--- config.mk ---
export PLATFORM = sky130hd
export DESIGN_NAME = sivaa_thermal_sampler
export DESIGN_NICKNAME = d
export VERILOG_FILES = /design/src/rtl/sivaa_thermal_sampler.sv
export SDC_FILE = /design/constraint.sdc
export NUM_CORES = 1
export LEC_CHECK = 0
export CORE_UTILIZATION = 25
export DETAILED_ROUTE_END_ITERATION = 16
export GPL_ROUTABILITY_DRIVEN = 0
export SETUP_SLACK_MARGIN = 0.3
export SKIP_CTS_REPAIR_TIMING = 1
export SLEW_MARGIN = 20
export SYNTH_ARGS = -nofsm -noshare
export SYNTH_HDL_FRONTEND = slang
export SYNTH_SLANG_ARGS = --single-unit
--- constraint.sdc ---
create_clock -name clk -period 5.22 [get_ports clk]
set_input_delay 1.305 -clock clk [delete_from_list [all_inputs] [get_ports clk]]
set_output_delay 1.305 -clock clk [all_outputs]
set_load 0.005 [all_outputs]
--- src/rtl/sivaa_thermal_sampler.sv ---
// rtl/sivaa_thermal_sampler.sv - round-robin thermal ADC poller with per-zone IIR smoothing
// Each zone is requested in turn; unanswered requests time out and invalidate the zone.
module sivaa_thermal_sampler #(
  parameter int NUM_ZONES       = 4,
  parameter int TEMP_WIDTH      = 12,
  parameter int SAMPLE_INTERVAL = 64,
  parameter int ACK_TIMEOUT     = 16,
  parameter int ALPHA_SHIFT     = 2,
  parameter int ZW              = (NUM_ZONES > 1) ? $clog2(NUM_ZONES) : 1
) (
  input  logic                            clk,
  input  logic                            rst_n,
  input  logic                            enable,
  output logic                            adc_req,
  output logic [ZW-1:0]                   adc_zone,
  input  logic                            adc_ack,
  input  logic [TEMP_WIDTH-1:0]           adc_data,
  input  logic                            err_clr,
  output logic [NUM_ZONES*TEMP_WIDTH-1:0] temp_sensors,
  output logic [NUM_ZONES-1:0]            temp_valid,
  output logic [NUM_ZONES-1:0]            timeout_err,
  output logic                            scan_done
);

  localparam int CMAX = (SAMPLE_INTERVAL > ACK_TIMEOUT) ? SAMPLE_INTERVAL : ACK_TIMEOUT;
  localparam int CW   = $clog2(CMAX + 1);

  typedef enum logic [1:0] {S_IDLE, S_REQ, S_UPD, S_DONE} state_t;

  state_t                          state_q, state_d;
  logic [CW-1:0]                   cnt_q, cnt_d;
  logic [ZW-1:0]                   zone_q, zone_d;
  logic [TEMP_WIDTH-1:0]           sample_q, sample_d;
  logic                            to_q, to_d;
  logic [NUM_ZONES*TEMP_WIDTH-1:0] temps_q, temps_d;
  logic [NUM_ZONES-1:0]            valid_q, valid_d;
  logic [NUM_ZONES-1:0]            err_q, err_d;
  logic                            req_q, req_d;
  logic                            done_q, done_d;

  logic [TEMP_WIDTH-1:0]           avg;
  logic signed [TEMP_WIDTH:0]      diff;
  logic signed [TEMP_WIDTH:0]      step;
  logic [TEMP_WIDTH-1:0]           filtered;

  // The (TW+1)-bit signed step can never carry the average outside [0, 2^TW-1].
  always_comb begin
    avg      = temps_q[zone_q*TEMP_WIDTH +: TEMP_WIDTH];
    diff     = $signed({1'b0, sample_q}) - $signed({1'b0, avg});
    step     = diff >>> ALPHA_SHIFT;
    filtered = TEMP_WIDTH'($signed({1'b0, avg}) + step);
  end

  always_comb begin
    state_d  = state_q;
    cnt_d    = cnt_q;
    zone_d   = zone_q;
    sample_d = sample_q;
    to_d     = to_q;
    temps_d  = temps_q;
    valid_d  = valid_q;
    err_d    = err_q & ~{NUM_ZONES{err_clr}};
    req_d    = 1'b0;
    done_d   = 1'b0;
    case (state_q)
      S_IDLE: begin
        if (cnt_q == CW'(SAMPLE_INTERVAL - 1)) begin
          if (enable) begin
            cnt_d   = '0;
            zone_d  = '0;
            state_d = S_REQ;
            req_d   = 1'b1;
          end
        end else begin
          cnt_d = cnt_q + CW'(1);
        end
      end
      S_REQ: begin
        if (adc_ack) begin
          sample_d = adc_data;
          to_d     = 1'b0;
          cnt_d    = '0;
          state_d  = S_UPD;
        end else if (cnt_q == CW'(ACK_TIMEOUT - 1)) begin
          valid_d[zone_q] = 1'b0;
          err_d[zone_q]   = 1'b1;
          to_d            = 1'b1;
          cnt_d           = '0;
          state_d         = S_UPD;
        end else begin
          cnt_d = cnt_q + CW'(1);
          req_d = 1'b1;
        end
      end
      // A timed-out zone also passes through UPD so every request is followed by a low cycle.
      S_UPD: begin
        if (!to_q) begin
          temps_d[zone_q*TEMP_WIDTH +: TEMP_WIDTH] = valid_q[zone_q] ? filtered : sample_q;
          valid_d[zone_q] = 1'b1;
        end
        if (zone_q == ZW'(NUM_ZONES - 1)) begin
          state_d = S_DONE;
          done_d  = 1'b1;
        end else begin
          zone_d  = zone_q + ZW'(1);
          state_d = S_REQ;
          req_d   = 1'b1;
        end
      end
      default: begin
        state_d = S_IDLE;
        cnt_d   = '0;
      end
    endcase
  end

  always_ff @(posedge clk or negedge rst_n) begin
    if (!rst_n) begin
      state_q  <= S_IDLE;
      cnt_q    <= '0;
      zone_q   <= '0;
      sample_q <= '0;
      to_q     <= 1'b0;
      temps_q  <= '0;
      valid_q  <= '0;
      err_q    <= '0;
      req_q    <= 1'b0;
      done_q   <= 1'b0;
    end else begin
      state_q  <= state_d;
      cnt_q    <= cnt_d;
      zone_q   <= zone_d;
      sample_q <= sample_d;
      to_q     <= to_d;
      temps_q  <= temps_d;
      valid_q  <= valid_d;
      err_q    <= err_d;
      req_q    <= req_d;
      done_q   <= done_d;
    end
  end

  assign adc_req      = req_q;
  assign adc_zone     = zone_q;
  assign temp_sensors = temps_q;
  assign temp_valid   = valid_q;
  assign timeout_err  = err_q;
  assign scan_done    = done_q;

endmodule
==> metrics <==
result of the run completed; Setup CP Type flop to flop; crit path time final around 4.6 ns; highest-utilization routing layer at the global route stage met2; synth cell count leaders sky130_fd_sc_hd__dfrtp_1, sky130_fd_sc_hd__nand2_1, sky130_fd_sc_hd__o21ai_0; data arrival at the endpoint of the critical path slightly below 5 ns; part of the total power dissipated in the clock network 0.307; global-route met2 utilization 0.252; DRC violation count after routing 0; LEAKAGE about 2.7 nW; initial core utilization 0.258; CORE AREA approximately 0.020 mm2; Place WS slightly below 0.5 ns; net switching power figure 0.756 mW; flip-flop cell with the highest count after synthesis sky130_fd_sc_hd__dfrtp_1; total power divided by cell area ~340 mW/mm2; average wire per standard cell 17.9 um; Die Height around 140 um; GR met1 Demand/Resource 0.206; Synth Net Count about 560; setup repair after global routing missed its margin no; transition at the pin with the smallest max-transition slack 0.876 ns; wire length of the first global-routing pass about 24000 um; GRT met3 Usage 0.0298; kind of capture point of the worst setup path flop; number of antenna violations at the first check in global routing 0; die outline width approximately 140 um; Post-synth EDFFs 0; part of the power in combinational logic 0.349; final-layout fill cell count roughly 2000; share of post-route cells with drive strength above 1 0.124; number of warnings printed during yosys synthesis 0; fraction of registers with async set/reset 1.00; I/O pin total slightly below 80; number of global-route vias before repair ~4200; last element of the critical path temp_sensors[37]; Port Buffer Count 76; sequential power share 0.344; maximum ir drop on the vdd rail 0.154 mV; share of the clock period used by the worst path after layout 0.877; length in cells of the worst reg-to-reg path 20; Max Buffers Root-to-Sink 2; portion of the post-synthesis area used by sequential elements 0.405; total number of vias roughly 4300; largest net degree at the start of global routing 44; Std-Cell Rows approximately 50; switching part of the total 0.348; clock sink total between 80 and 90; cell area reported after detailed placement a little over 0.006 mm2; setup ws final 0.642 ns; global-route congestion overflow total 0; worst reg2reg setup slack 0.64 ns; Synth area leaders sky130_fd_sc_hd__dfrtp_1, sky130_fd_sc_hd__ha_1, sky130_fd_sc_hd__mux4_2; per-instance average area after synthesis between 9 and 10 um2; internal power of the cells between 1 and 1.5 mW; area of the die 0.0208 mm2; setup clock skew after layout 0.00737 ns; start point of the critical path adc_zone[0]; drt first pass iters 5; highest attainable clock frequency roughly 220 MHz; gate count of the mapped netlist a little over 500; Finished Core Util 0.330; Finished Layout Cells 864; terminus of the critical flop-to-flop path temp_sensors[37]; starting DRC count in detailed routing between 400 and 500; number of distinct library cells after synthesis 68; CTS root buffer sky130_fd_sc_hd__clkbuf_16; Routed Wire Length around 15000 um; number of levels the H-tree was split into 3; max-slew violation count 0; number of violations of the max-capacitance limit 0; detailed placement HPWL between 10000 and 15000 um; Hold WC Path Type flop to flop; Syn Std Cell Area 0.00506 mm2; GRT Util Overall 0.155; Antenna Nets Post-Route 0; clock latency reported for the late side of the worst-skew pair 0.35 ns; final antenna diode count 0; summed negative setup slack over all endpoints 0 ns; clock transition at the registers of the reported paths 0.06 ns; synthesis-to-layout area growth 28.2%; net count reported at finish approximately 640; Critical Path Start Type flop; number of CTS-inserted buffers 9; worst-path fanout max 7; endpoint required time on the critical path about 5.5 ns; count of final setup violators 0; worst r2r src adc_zone[0]; Hold Vio Cnt, Final 0; #FFs+latches synth between 80 and 90; share of Yosys cell area claimed by the top area cell type 0.405; via count normalized by instance count 4.96; placed instance count approximately 840; cell area after layout between 0.006 and 0.007 mm2; most used standard cell by instance count after synthesis sky130_fd_sc_hd__dfrtp_1; CTS tree built; relative max-transition margin 0.412; cell taking the most area after synthesis sky130_fd_sc_hd__dfrtp_1
==> final cells by class <==
cell class	instances	area [um2]	share of cell area
well taps	265	332	0.0511
clock inverters	7	83.8	0.0129
clock buffers	9	225	0.0347
inverters	25	93.8	0.0145
flip-flops and latches	82	2050	0.317
repair buffers	88	861	0.133
multi-input cells	388	2840	0.437
==> worst max-delay path: stages (launching register included) <==
cell and delay [ns]:
sky130_fd_sc_hd__dfrtp_2 0.46, sky130_fd_sc_hd__mux4_2 0.57, sky130_fd_sc_hd__inv_1 0.08, sky130_fd_sc_hd__ha_1 0.18
sky130_fd_sc_hd__nor3_1 0.07, sky130_fd_sc_hd__a221oi_2 0.36, sky130_fd_sc_hd__a41oi_2 0.21, sky130_fd_sc_hd__o21ai_2 0.23
sky130_fd_sc_hd__nor2_2 0.08, sky130_fd_sc_hd__o21bai_1 0.21, sky130_fd_sc_hd__a21oi_1 0.11, sky130_fd_sc_hd__xnor2_1 0.14
sky130_fd_sc_hd__ha_1 0.36, sky130_fd_sc_hd__and2_1 0.19, sky130_fd_sc_hd__a31oi_2 0.18, sky130_fd_sc_hd__nand3b_1 0.12
sky130_fd_sc_hd__xor2_1 0.14, sky130_fd_sc_hd__mux2i_1 0.10, sky130_fd_sc_hd__buf_4 0.19, sky130_fd_sc_hd__a2111o_1 0.41
sky130_fd_sc_hd__a21oi_1 0.12
==> routing by layer <==
metal | share of wire | vias to the layer above
li1 | - | 2050
met1 | 0.46 | 2087
met2 | 0.47 | 131
met3 | 0.055 | 19
met4 | 0.019 | 0
met5 | 0 | -
==> power groups by stage <==
stage	clock network, mW	logic [mW]	registers [mW]
after detailed placement	0	0.722	0.759
after global placement	0	0.712	0.757
final	0.668	0.759	0.748
after floorplan	0	0.566	0.739
after CTS	0.685	0.724	0.748
after global routing	0.709	0.844	0.757
==> stage by stage <==
step | hold slack, ns | power, mW
finish | 0.523 | 2.18
floorplan | 0.469 | 1.31
CTS | 0.524 | 2.16
detailed placement | 0.507 | 1.48
global route | 0.546 | 2.31
global placement | 0.497 | 1.47
==> flip-flops by register name, summed over array words and instances, names as in the netlist, named ones only <==
name          cells
adc_req           1
adc_zone          2
cnt_q             7
sample_q         12
scan_done         1
state_q           2
temp_sensors     48
timeout_err       4
to_q              1
==> worst min path at each step <==
stage | start | to | slack [ns] | cells past startpoint
3_3_place_gp | cnt_q[1] | cnt_q[1] | 0.50 | 1
4_1_cts | cnt_q[1] | cnt_q[1] | 0.52 | 1
3_5_place_dp | cnt_q[1] | cnt_q[1] | 0.51 | 1
6_report | temp_sensors[25] | temp_sensors[25] | 0.52 | 2
5_1_grt | temp_sensors[21] | temp_sensors[21] | 0.55 | 2
2_1_floorplan | cnt_q[5] | cnt_q[5] | 0.47 | 1
==> layout by cell type (no fill, tap or decap), types with 5 or more instances in the layout <==
master / count
sky130_fd_sc_hd__a21o_1: 6
sky130_fd_sc_hd__a21oi_1: 20
sky130_fd_sc_hd__a22o_1: 14
sky130_fd_sc_hd__and2_1: 8
sky130_fd_sc_hd__buf_4: 12
sky130_fd_sc_hd__clkbuf_16: 9
sky130_fd_sc_hd__clkdlybuf4s50_1: 75
sky130_fd_sc_hd__dfrtp_1: 80
sky130_fd_sc_hd__ha_1: 31
sky130_fd_sc_hd__inv_1: 25
sky130_fd_sc_hd__mux2_2: 14
sky130_fd_sc_hd__mux2i_1: 10
sky130_fd_sc_hd__mux4_2: 12
sky130_fd_sc_hd__nand2_1: 64
sky130_fd_sc_hd__nand2b_1: 7
sky130_fd_sc_hd__nand3_1: 10
sky130_fd_sc_hd__nor2_1: 32
sky130_fd_sc_hd__nor3_1: 15
sky130_fd_sc_hd__o21a_1: 5
sky130_fd_sc_hd__o21ai_0: 47
sky130_fd_sc_hd__o31ai_1: 7
sky130_fd_sc_hd__xnor2_1: 7
==> cell families after synthesis <==
kind of cell	after synthesis	share of synthesized area
compound gates	142	0.193
xor+xnor	12	0.0237
simple gates	164	0.152
fa+ha+maj	32	0.0806
flops	82	0.405
buf+inv	44	0.0358
mux	38	0.110
No activity file was read; power rests on OpenSTA's default activity.
